==> config.mk <==
export PLATFORM = sky130hd
export DESIGN_NAME = lifo_stack
export DESIGN_NICKNAME = d
export VERILOG_FILES = /design/src/rtl/lifo_stack_pkg.sv /design/src/rtl/lifo_stack.sv
export SDC_FILE = /design/constraint.sdc
export NUM_CORES = 1
export LEC_CHECK = 0
export CORE_AREA = 5 5 228 252
export CTS_BUF_LIST = sky130_fd_sc_hd__clkbuf_16
export CTS_CLUSTER_DIAMETER = 80
export DETAILED_ROUTE_END_ITERATION = 8
export DIE_AREA = 0 0 233 257
export DONT_BUFFER_PORTS = 1
export GPL_TIMING_DRIVEN = 0
export PLACE_DENSITY_LB_ADDON = 0.1
export SETUP_SLACK_MARGIN = 0.1
export SLEW_MARGIN = 20
export SYNTH_ARGS = -nofsm -noshare
export SYNTH_HDL_FRONTEND = slang
export SYNTH_SLANG_ARGS = --single-unit
==> constraint.sdc <==
create_clock -name CLK -period 7.5 [get_ports CLK]
set_clock_uncertainty 0.15 [all_clocks]
set_input_delay 1.125 -clock CLK [delete_from_list [all_inputs] [get_ports CLK]]
set_output_delay 1.125 -clock CLK [all_outputs]
set_load 0.02 [all_outputs]
==> src/rtl/lifo_stack_pkg.sv <==
`default_nettype none
// ============================================================================
//  Module      : lifo_stack_pkg
//  Description : Shared types for the LIFO stack. Decodes the two strobes
//                plus the current fill state into the single operation that
//                the stack performs on a given clock edge.
//  Revision    : 1.0 - initial release
// ============================================================================
package lifo_stack_pkg;

    typedef enum logic [1:0] {
        OP_IDLE    = 2'd0,   // nothing changes
        OP_PUSH    = 2'd1,   // write above top, grow by one
        OP_POP     = 2'd2,   // shrink by one
        OP_REPLACE = 2'd3    // overwrite top in place, depth unchanged
    } op_e;

    // Operation selected by the strobes for the current state.
    // A combined push+pop on an empty stack has no top to replace, so it
    // degenerates to a plain push (DEPTH >= 2 guarantees empty implies not full).
    function automatic op_e decode_op(input logic push,
                                      input logic pop,
                                      input logic empty,
                                      input logic full);
        op_e op;
        op = OP_IDLE;
        if (push && pop) begin
            op = empty ? OP_PUSH : OP_REPLACE;
        end else if (push) begin
            op = full ? OP_IDLE : OP_PUSH;
        end else if (pop) begin
            op = empty ? OP_IDLE : OP_POP;
        end
        return op;
    endfunction

endpackage : lifo_stack_pkg
`default_nettype wire

==> src/rtl/lifo_stack.sv <==
`default_nettype none
// ============================================================================
//  Module      : lifo_stack
//  Description : Register-based LIFO stack of DEPTH words of WIDTH bits.
//                Top-of-stack is presented combinationally on POP_DAT.
//  Ports       : CLK      - clock, rising edge active
//                RST_N    - asynchronous active-low reset
//                PUSH_STB - push request
//                PUSH_DAT - data to push
//                POP_STB  - pop request
//                POP_DAT  - current top-of-stack (zero when empty)
//                EMPTY    - no entries stored
//                FULL     - DEPTH entries stored
//                COUNT    - number of stored entries
//  Revision    : 1.0 - initial release
// ============================================================================
module lifo_stack
    import lifo_stack_pkg::*;
#(
    parameter int WIDTH = 32,
    parameter int DEPTH = 20
) (
    input  logic                         CLK,
    input  logic                         RST_N,
    input  logic                         PUSH_STB,
    input  logic [WIDTH-1:0]             PUSH_DAT,
    input  logic                         POP_STB,
    output logic [WIDTH-1:0]             POP_DAT,
    output logic                         EMPTY,
    output logic                         FULL,
    output logic [$clog2(DEPTH+1)-1:0]   COUNT
);

    localparam int C_CW = $clog2(DEPTH + 1);              // pointer width, 0..DEPTH
    localparam int C_IW = (DEPTH > 1) ? $clog2(DEPTH) : 1; // storage index width

    logic [WIDTH-1:0] r_mem [DEPTH];
    logic [C_CW-1:0]  r_sp;

    logic             w_empty;
    logic             w_full;
    logic [C_IW-1:0]  w_top_idx;
    logic [C_IW-1:0]  w_wr_idx;
    logic             w_wr_en;
    op_e              w_op;

    assign w_empty   = (r_sp == '0);
    assign w_full    = (r_sp == C_CW'(DEPTH));
    // Only meaningful while r_sp > 0; the output mux masks the empty case.
    assign w_top_idx = C_IW'(r_sp - C_CW'(1));
    assign w_op      = decode_op(PUSH_STB, POP_STB, w_empty, w_full);

    // A push writes the first free slot, a replace overwrites the top.
    always_comb begin
        w_wr_en  = 1'b0;
        w_wr_idx = '0;
        case (w_op)
            OP_PUSH: begin
                w_wr_en  = 1'b1;
                w_wr_idx = C_IW'(r_sp);
            end
            OP_REPLACE: begin
                w_wr_en  = 1'b1;
                w_wr_idx = w_top_idx;
            end
            default: begin
                w_wr_en  = 1'b0;
                w_wr_idx = '0;
            end
        endcase
    end

    always_ff @(posedge CLK or negedge RST_N) begin
        if (!RST_N) begin
            r_sp <= '0;
        end else begin
            case (w_op)
                OP_PUSH: r_sp <= r_sp + C_CW'(1);
                OP_POP:  r_sp <= r_sp - C_CW'(1);
                default: r_sp <= r_sp;
            endcase
        end
    end

    always_ff @(posedge CLK or negedge RST_N) begin
        if (!RST_N) begin
            for (int i = 0; i < DEPTH; i++) begin
                r_mem[i] <= '0;
            end
        end else if (w_wr_en) begin
            r_mem[w_wr_idx] <= PUSH_DAT;
        end
    end

    // Stale entries above the pointer are never exposed.
    assign POP_DAT = w_empty ? '0 : r_mem[w_top_idx];
    assign EMPTY   = w_empty;
    assign FULL    = w_full;
    assign COUNT   = r_sp;

endmodule : lifo_stack
`default_nettype wire

* After elaboration in Yosys (flattened, before gate mapping)
Cells that the tools add are included. W data, S select, Z words.
Storage, ports and cells: register bits after elaboration 645, logic and storage cells 53, output and inout port bits 39, bits of input ports 36
Cells by class: bitwise gates (word level) 2, mux-type cells 16, $add $sub $neg 2, order comparisons 3, equal/unequal tests 4, reductions and logical operators 5
Operators by type and width (count):
- $bwmux W640 | 1
- $bmux W32 S5 | 1
- $demux W32 S5 | 1
- $mux W32 | 4
- $pmux W5 S2 | 2
- $ge A6 B6 Y1 const B | 2
- $not A5 Y6 | 2
- $mux W2 | 5
- $lt A6 B1 Y1 const B | 1
- $add A5 B1 Y5 const B | 1
- $eq A5 B5 Y1 const B | 1
- $logic_not A5 Y1 | 1
- $sub A5 B1 Y5 const B | 1
- $eq A2 B2 Y1 const B | 2
- $eq A2 B1 Y1 const B | 1
- $logic_and A1 B1 Y1 | 2
- $mux W1 | 2
- $reduce_bool A2 Y1 | 1
- $reduce_or A2 Y1 | 1

* Logic depth before layout (Yosys ltp)
Gate-level depths: netlist (run 1).
depth after elaboration 13, gate-level depth with buffers 19, gate-level depth less buffers 12

* Least setup slack after synthesis (run 1)
OpenSTA, ideal clock, no wires.
kind register -> output, from register r_sp[0], in the netlist COUNT[0], to output POP_DAT[0], cell stages (with the launch flop) 14, arrival time 3.551 ns, required time 6.225 ns, setup slack 2.674 ns, cell sequence dfrtp_1 buf_2 buf_4 buf_2 buf_2 inv_1 ha_1 clkbuf_1 buf_1 clkbuf_1 mux4_2 mux2_2 a22oi_1 nand2_1
Between the ends: cells in the longest elaborated chain, start to end 6
RTL lines:
- start: declaration | line lifo_stack.sv:38 | logic [C_CW-1:0] r_sp;
- start signal: assignment | line lifo_stack.sv:78 | OP_PUSH: r_sp <= r_sp + C_CW'(1);
- start signal: assignment | line lifo_stack.sv:79 | OP_POP: r_sp <= r_sp - C_CW'(1);
- start signal: assignment | line lifo_stack.sv:80 | default: r_sp <= r_sp;
- $sub A5 B1 Y5 | line lifo_stack.sv:50 | assign w_top_idx = C_IW'(r_sp - C_CW'(1));
- named net w_top_idx[0] | line lifo_stack.sv:42 | logic [C_IW-1:0] w_top_idx;
- $not A5 Y6 (not written as such) | line lifo_stack.sv:96 | assign POP_DAT = w_empty ? '0 : r_mem[w_top_idx];
- $bmux W32 S5 | line lifo_stack.sv:96
- $mux W32 (not written as such) (2 in a row) | line lifo_stack.sv:96
- $mux W32 | line lifo_stack.sv:96
- end: declaration | line lifo_stack.sv:28 | output logic [WIDTH-1:0] POP_DAT,
The timed path passes the listed nets, and every way through them passes these cells. The select of a mux whose other input is x is not followed.

* Final worst setup path (run 1)
from register r_sp[0], in the netlist COUNT[0], to output POP_DAT[11]
Same word-level chain as after synthesis.

==> summary.md, run 1 <==
| Metric | Value |
|---|---|
| Outcome | `finished clean` |
| Synth-to-layout area growth | `10.2%` |
| Highest metal used | `met4` |
| Die H | `257 µm` |
| Root Buffer Master | `clkbuf_16` |
| Sequential fraction of the synthesis area | `54.4%` |
| Vias | `16900` |
| DR DRC count | `0` |
| 1st-pass router iterations | `5` |
| Crit. End Element | `output pin` |
| Worst Path Required | `6.22 ns` |
| DIE AREA | `0.0599 mm²` |
| CP Launch Type | `flip-flop` |
| Post-Route WL | `81900 µm` |
| Met3 wire len | `4670 µm` |
| H-Tree Level Count | `3` |
| Final worst-path cycle share | `94.7%` |
| Global-route wire length before repair | `122000 µm` |
| #FFs+latches synth | `645` |
| CP Class | `reg2out` |
| Worst slew margin | `14.5%` |
| Clk Latency, worst-skew pair | `0.59 ns` |
| Fmax achieved | `0.141 GHz` |
| Core footprint | `0.0545 mm²` |
| Max_cap viols | `0` |
| Syn Area/Cell | `15.6 µm²` |
| DRT iter0 DRCs | `1245` |
| Antenna Cells | `0` |
| Via density | `6.14` |
| CP arrival | `5.83 ns` |
| Syn. warnings | `0` |
| Met2 WL post-DR | `39200 µm` |
| M1 WL | `34600 µm` |
| Clk slew on worst S/H paths | `0.06 ns` |
| Final std cells w/o fill | `2749` |
| RSZ-0062 raised after global routing | `false` |
| Largest net degree at the start of global routing | `646` |
| P_leak | `15.0 nW` |
| Pwr/cell area | `476 mW/mm²` |
| Placed cell count | `2635` |
| Rows | `90` |
| Num CTS Buffers | `69` |
| Max VDD drop | `0.456 mV` |
| Slew Viols, Final | `0` |
| Total Neg Setup Slack | `0 ns` |
| Share of layout cells above drive strength 1 | `47.2%` |
| PortBufs | `0` |
| IO Pins | `75` |
| # setup viols final | `0` |
| Hold WC Path Type | `in2async` |
| Gp weighted congestion | `0.872` |
| Nets | `2011` |
| Netlist cell types | `48` |
| Main flop type after synthesis | `dfrtp_1` |
| GR Overflow Total | `0` |
| All-Layer GR Usage | `27.8%` |
| Fill cell count | `4244` |
| Fraction of registers with async set/reset | `100%` |
| Crit path max fanout | `10` |
| Number of synthesized flops with an enable pin | `0` |
| WL per Instance | `29.8 µm` |
| Number of antenna violations at the first check in global routing | `0` |
| Hpwl dp | `53800 µm` |
| Worst-margin pin slew | `1.28 ns` |
| Antenna violation net count after detailed routing | `0` |
| # hold bufs at CTS | `0` |
| Synth Cell Area | `0.0297 mm²` |
| Clk sinks | `645` |
| Vias in the first global route | `18200` |
| Syn nets | `1940` |
| CTS tree | `done` |
| Initial Util | `54.5%` |
| Final Hold Fails | `0` |
| Clk buf depth | `3` |
| Fin crit period | `7.10 ns` |
| Post-Route Utilization | `60.0%` |
| Syn Inst Count | `1899` |
| Die span in x | `233 µm` |
[layer usage]
metal / vias to the layer above / global-route usage (%)
li1: 7131 / -
met1: 9116 / 38.3
met2: 471 / 44.1
met3: 171 / 5.64
met4: 0 / 10.9
met5: - / 0
[worst max-delay path, stage by stage, from the launching register on]
cell      delay [ns]
dfrtp_1         0.51
buf_2           0.29
buf_4           0.32
buf_2           0.41
buf_2           0.48
inv_1           0.09
ha_1            0.29
clkbuf_1        0.29
buf_1           0.60
clkbuf_2        0.68
mux4_2          0.41
mux2_2          0.28
a22oi_1         0.32
nand2_1         0.25
[flip-flops by register name, summed over array words and instances, names as in the netlist]
signal  cells
COUNT       5
r_mem     640
[through the flow]
stage          hold slack [ns]  setup WS, ns  total power [mW]  area, µm²
2_1_floorplan            0.302          2.67              10.1      29700
3_3_place_gp             0.312         0.453              12.2      30600
3_5_place_dp             0.319         0.685              12.4      30600
4_1_cts                 0.0818         0.139              15.6      32700
5_1_grt                 0.0677         0.130              16.3      32700
6_report                0.0821         0.395              15.6      32700
[worst paths after layout]
| check | slack [ns] | cells past startpoint | to | from |
|---|---|---|---|---|
| worst max register to register | 1.09 | 17 | r_mem[365] | COUNT[0] |
| min in group CLK | 0.33 | 1 | r_mem[524] | r_mem[524] |
| worst max-delay path | 0.40 | 13 | POP_DAT[11] | COUNT[0] |
| max in group asynchronous | 6.07 | 0 | r_mem[60] | RST_N |
| worst min register to register | 0.33 | 1 | r_mem[524] | r_mem[524] |
| worst min-delay path | 0.08 | 0 | r_mem[388] | RST_N |
[cells in the final DEF (no fill, tap or decap), drive strengths merged, types with 3 or more instances in the layout]
master    n
o21ai     5
nor3b     3
mux2    706
clkbuf  171
clkinv   20
dfrtp   645
xnor2     4
mux4    160
nand2    77
nor2b     8
inv      25
xor2      3
nand3     3
and2      3
ha        5
nor3      6
buf      88
bufinv    3
nor2     11
a21oi     6
a22oi    34
[layout make-up]
type | count | area, µm² | area share, %
Sequential cell | 645 | 16100 | 49.3
Multi-Input combinational cell | 1060 | 12700 | 38.8
Clock buffer | 73 | 1830 | 5.58
Tap cell | 736 | 921 | 2.81
Buffer | 187 | 858 | 2.62
Clock inverter | 41 | 239 | 0.730
Inverter | 7 | 26.3 | 0.0803
[report_power, final]
part	internal (mW)	switching [mW]	leakage (nW)
clock network	1.84	1.37	1.08
logic	3.14	3.67	5.59
registers	4.87	0.703	8.36
total	9.85	5.74	15.0
[timing repair]
action	CTS	global route
pin swaps	0	0
resized for setup	3	6
endpoints found under the setup margin	5	20
buffers inserted	0	0
[synthesized netlist by cell type, types with 3 or more instances]
cell | count | area (µm²)
clkbuf_1 | 97 | 364
nor3_1 | 3 | 15.0
and2_1 | 3 | 18.8
nand2_1 | 77 | 289
nor2_1 | 9 | 33.8
buf_2 | 74 | 370
mux2_1 | 107 | 1200
nor3_2 | 3 | 30.0
nand3_1 | 3 | 15.0
dfrtp_1 | 645 | 16100
xor2_1 | 3 | 26.3
buf_4 | 5 | 37.5
xnor2_1 | 4 | 35.0
o21ai_0 | 4 | 20.0
ha_1 | 5 | 62.6
a21oi_1 | 5 | 25.0
mux4_2 | 160 | 3600
a22oi_1 | 34 | 255
mux2_2 | 599 | 6750
inv_1 | 7 | 26.3
nor2b_1 | 8 | 50.1
buf_1 | 9 | 33.8
[kinds of logic (layout without fill, tap and decap cells)]
| kind of cell | after synthesis | count (layout) | share of synthesized area (%) |
|---|---|---|---|
| AOI/OAI and AO/OA | 61 | 61 | 1.55 |
| DFF | 645 | 645 | 54.4 |
| buffers and inverters | 194 | 308 | 2.88 |
| and+or+nand+nor | 121 | 121 | 1.89 |
| xor gates and xnor gates | 7 | 7 | 0.206 |
| muxes | 866 | 866 | 38.9 |
| adders and majority gates | 5 | 5 | 0.211 |
No activity file was read; power rests on OpenSTA's default activity.
==> inputs of run 2 (changes only) <==
--- a/config.mk
+++ b/config.mk
@@ -12,7 +12,7 @@
 export DIE_AREA = 0 0 233 257
 export DONT_BUFFER_PORTS = 1
 export GPL_TIMING_DRIVEN = 0
-export PLACE_DENSITY_LB_ADDON = 0.1
+export PLACE_DENSITY = 0.67
 export SETUP_SLACK_MARGIN = 0.1
 export SLEW_MARGIN = 20
 export SYNTH_ARGS = -nofsm -noshare
==> summary.md, run 2 (synthesis results as in run 1) <==
| Metric | Value |
|---|---|
| Outcome | `finished clean` |
| Flop2flop setup slack | `1.23 ns (+0.14 ns)` |
| WL per Instance | `29.1 µm (-2.5%)` |
| Clk buf depth | `3 (unchanged)` |
| CTS tree | `done` |
| Max_cap viols | `0 (unchanged)` |
| Largest net degree at the start of global routing | `646 (unchanged)` |
| Final Hold Fails | `0 (unchanged)` |
| DRT iter0 DRCs | `1450 (+16%)` |
| Post-CTS setup buffers | `0 (unchanged)` |
| Nets | `2012 (+0.050%)` |
| Via density | `6.15 (+0.12%)` |
| PortBufs | `0 (unchanged)` |
| All-Layer GR Usage | `27.2% (-0.58 points)` |
| Initial Util | `54.5% (unchanged)` |
| R2r worst-path depth | `17 (unchanged)` |
| Share of layout cells above drive strength 1 | `48.0% (+0.72 points)` |
| Final std cells w/o fill | `2753 (+0.15%)` |
| Final worst-path cycle share | `95.3% (+0.57 points)` |
| Hpwl dp | `53400 µm (-0.70%)` |
| Fmax achieved | `0.140 GHz (-0.59%)` |
| Die span in x | `233 µm (unchanged)` |
| Most frequent cells in the layout | `dfrtp_1 (645), mux2_2 (599), mux4_2 (160)` |
| Highest metal used | `met4` |
| Final WS setup | `0.353 ns (-0.0424 ns)` |
| Worst slew margin | `7.71% (-6.7 points)` |
| Number of antenna violations at the first check in global routing | `0 (unchanged)` |
| Met3 wire len | `4370 µm (-6.4%)` |
| Gp weighted congestion | `0.910 (+4.4%)` |
| CTS resizes | `5 (+2)` |
| Leading cell type in the layout, fill and taps excluded | `dfrtp_1` |
| Die H | `257 µm (unchanged)` |
| Hold WC Path Type | `in2async` |
| Synth-to-layout area growth | `10.3% (about the same)` |
| CP Launch Type | `flip-flop` |
| R2r endpoint | `r_mem[364]` |
| Most flops, register | `r_mem` |
| # hold bufs at CTS | `0 (unchanged)` |
| RSZ-0062 raised after global routing | `false` |
| CP arrival | `5.87 ns (+0.04 ns)` |
| P_leak | `15.0 nW (about the same)` |
| Max reg flops | `640 (unchanged)` |
| IO Pins | `75 (unchanged)` |
| Num CTS Buffers | `69 (unchanged)` |
| Dpl ws | `0.596 ns (-0.0894 ns)` |
| Worst Path Required | `6.22 ns (about the same)` |
| Vias | `16900 (+0.27%)` |
| Crit. End Element | `output pin` |
| 1st-pass router iterations | `5 (unchanged)` |
| H-Tree Level Count | `3 (unchanged)` |
| Root Buffer Master | `clkbuf_16` |
| Final Total Pwr | `15.6 mW (about the same)` |
| Met2 WL post-DR | `39500 µm (+0.80%)` |
| Placed cell count | `2636 (+0.038%)` |
| Core footprint | `0.0545 mm² (unchanged)` |
| # setup viols final | `0 (unchanged)` |
| Antenna violation net count after detailed routing | `0 (unchanged)` |
| GR Overflow Total | `0 (unchanged)` |
| Global-route wire length before repair | `120000 µm (-1.9%)` |
| DR DRC count | `0 (unchanged)` |
| Vias in the first global route | `17900 (-1.3%)` |
| Critical R2R Launch | `COUNT[0]` |
| CP Class | `reg2out` |
| DIE AREA | `0.0599 mm² (unchanged)` |
| Pwr/cell area | `476 mW/mm² (about the same)` |
| Slew Viols, Final | `0 (unchanged)` |
| Worst-margin pin slew | `1.38 ns (+0.101 ns)` |
| M1 WL | `33500 µm (-3.4%)` |
| Crit path max fanout | `10 (unchanged)` |
| Post-Route WL | `80000 µm (-2.3%)` |
| Clk slew on worst S/H paths | `0.06 ns (about the same)` |
| Max VDD drop | `0.435 mV (-4.6%)` |
| Rows | `90 (unchanged)` |
| Total Neg Setup Slack | `0 ns (unchanged)` |
| Hold_ws | `0.0904 ns (+0.00826 ns)` |
| Fill cell count | `4270 (+0.61%)` |
| Clk Latency, worst-skew pair | `0.59 ns (about the same)` |
| Fin crit period | `7.15 ns (+0.0424 ns)` |
| Clk sinks | `645 (unchanged)` |
[run 2: layout make-up]
| cell class | count | area (µm²) | share of cell area [%] |
|---|---|---|---|
| Antenna cell | 1 | 2.50 | 0.00764 |
| Buffer | 187 | 866 | 2.64 |
| Clock buffer | 73 | 1830 | 5.58 |
| Clock inverter | 43 | 241 | 0.737 |
| Inverter | 7 | 26.3 | 0.0802 |
| Multi-Input combinational cell | 1060 | 12700 | 38.8 |
| Sequential cell | 645 | 16100 | 49.3 |
| Tap cell | 736 | 921 | 2.81 |
| Timing Repair Buffer | 1 | 15.0 | 0.0458 |
[run 2: worst max-delay path, stage by stage, from the launching register on]
cell and delay (ns):
dfrtp_1 0.55, buf_2 0.29, buf_4 0.33, buf_2 0.41, buf_2 0.48, inv_1 0.09, ha_1 0.29, clkbuf_1 0.27
buf_1 0.61, buf_2 0.58, clkdlybuf4s15_2 0.61, mux4_2 0.38, nand2_1 0.11, nand2_1 0.25
[run 2: how the worst max path moves through the flow]
stage                     startpoint          end  slack [ns]
final                       COUNT[0]   POP_DAT[1]        0.35
after global routing        COUNT[0]  POP_DAT[11]        0.12
after CTS                   COUNT[0]   POP_DAT[9]        0.13
after detailed placement    COUNT[0]   POP_DAT[1]        0.60
after global placement      COUNT[0]  POP_DAT[11]        0.40
after floorplan             COUNT[0]   POP_DAT[0]        2.67
[run 2: through the flow]
| step | instance area, µm² | utilization (%) |
|---|---|---|
| 3_5_place_dp | 30700 | 56.2 |
| 5_1_grt | 32700 | 60.1 |
| 6_report | 32800 | 60.1 |
| 4_1_cts | 32700 | 60.1 |
| 3_3_place_gp | 30600 | 56.2 |
| 2_1_floorplan | 29700 | - |
[run 2: metal layers]
| layer | global-route usage, % | vias up |
|---|---|---|
| met1 | 37.1 | 9189 |
| li1 | - | 7149 |
| met4 | 9.26 | 0 |
| met5 | 0 | - |
| met3 | 4.92 | 128 |
| met2 | 44.8 | 468 |
[run 2: report_power, final]
group / leakage [nW] / switching (mW) / internal, mW
Clock: 1.06 / 1.37 / 1.81
Combinational: 5.60 / 3.66 / 3.16
Sequential: 8.36 / 0.710 / 4.87
Total: 15.0 / 5.75 / 9.84
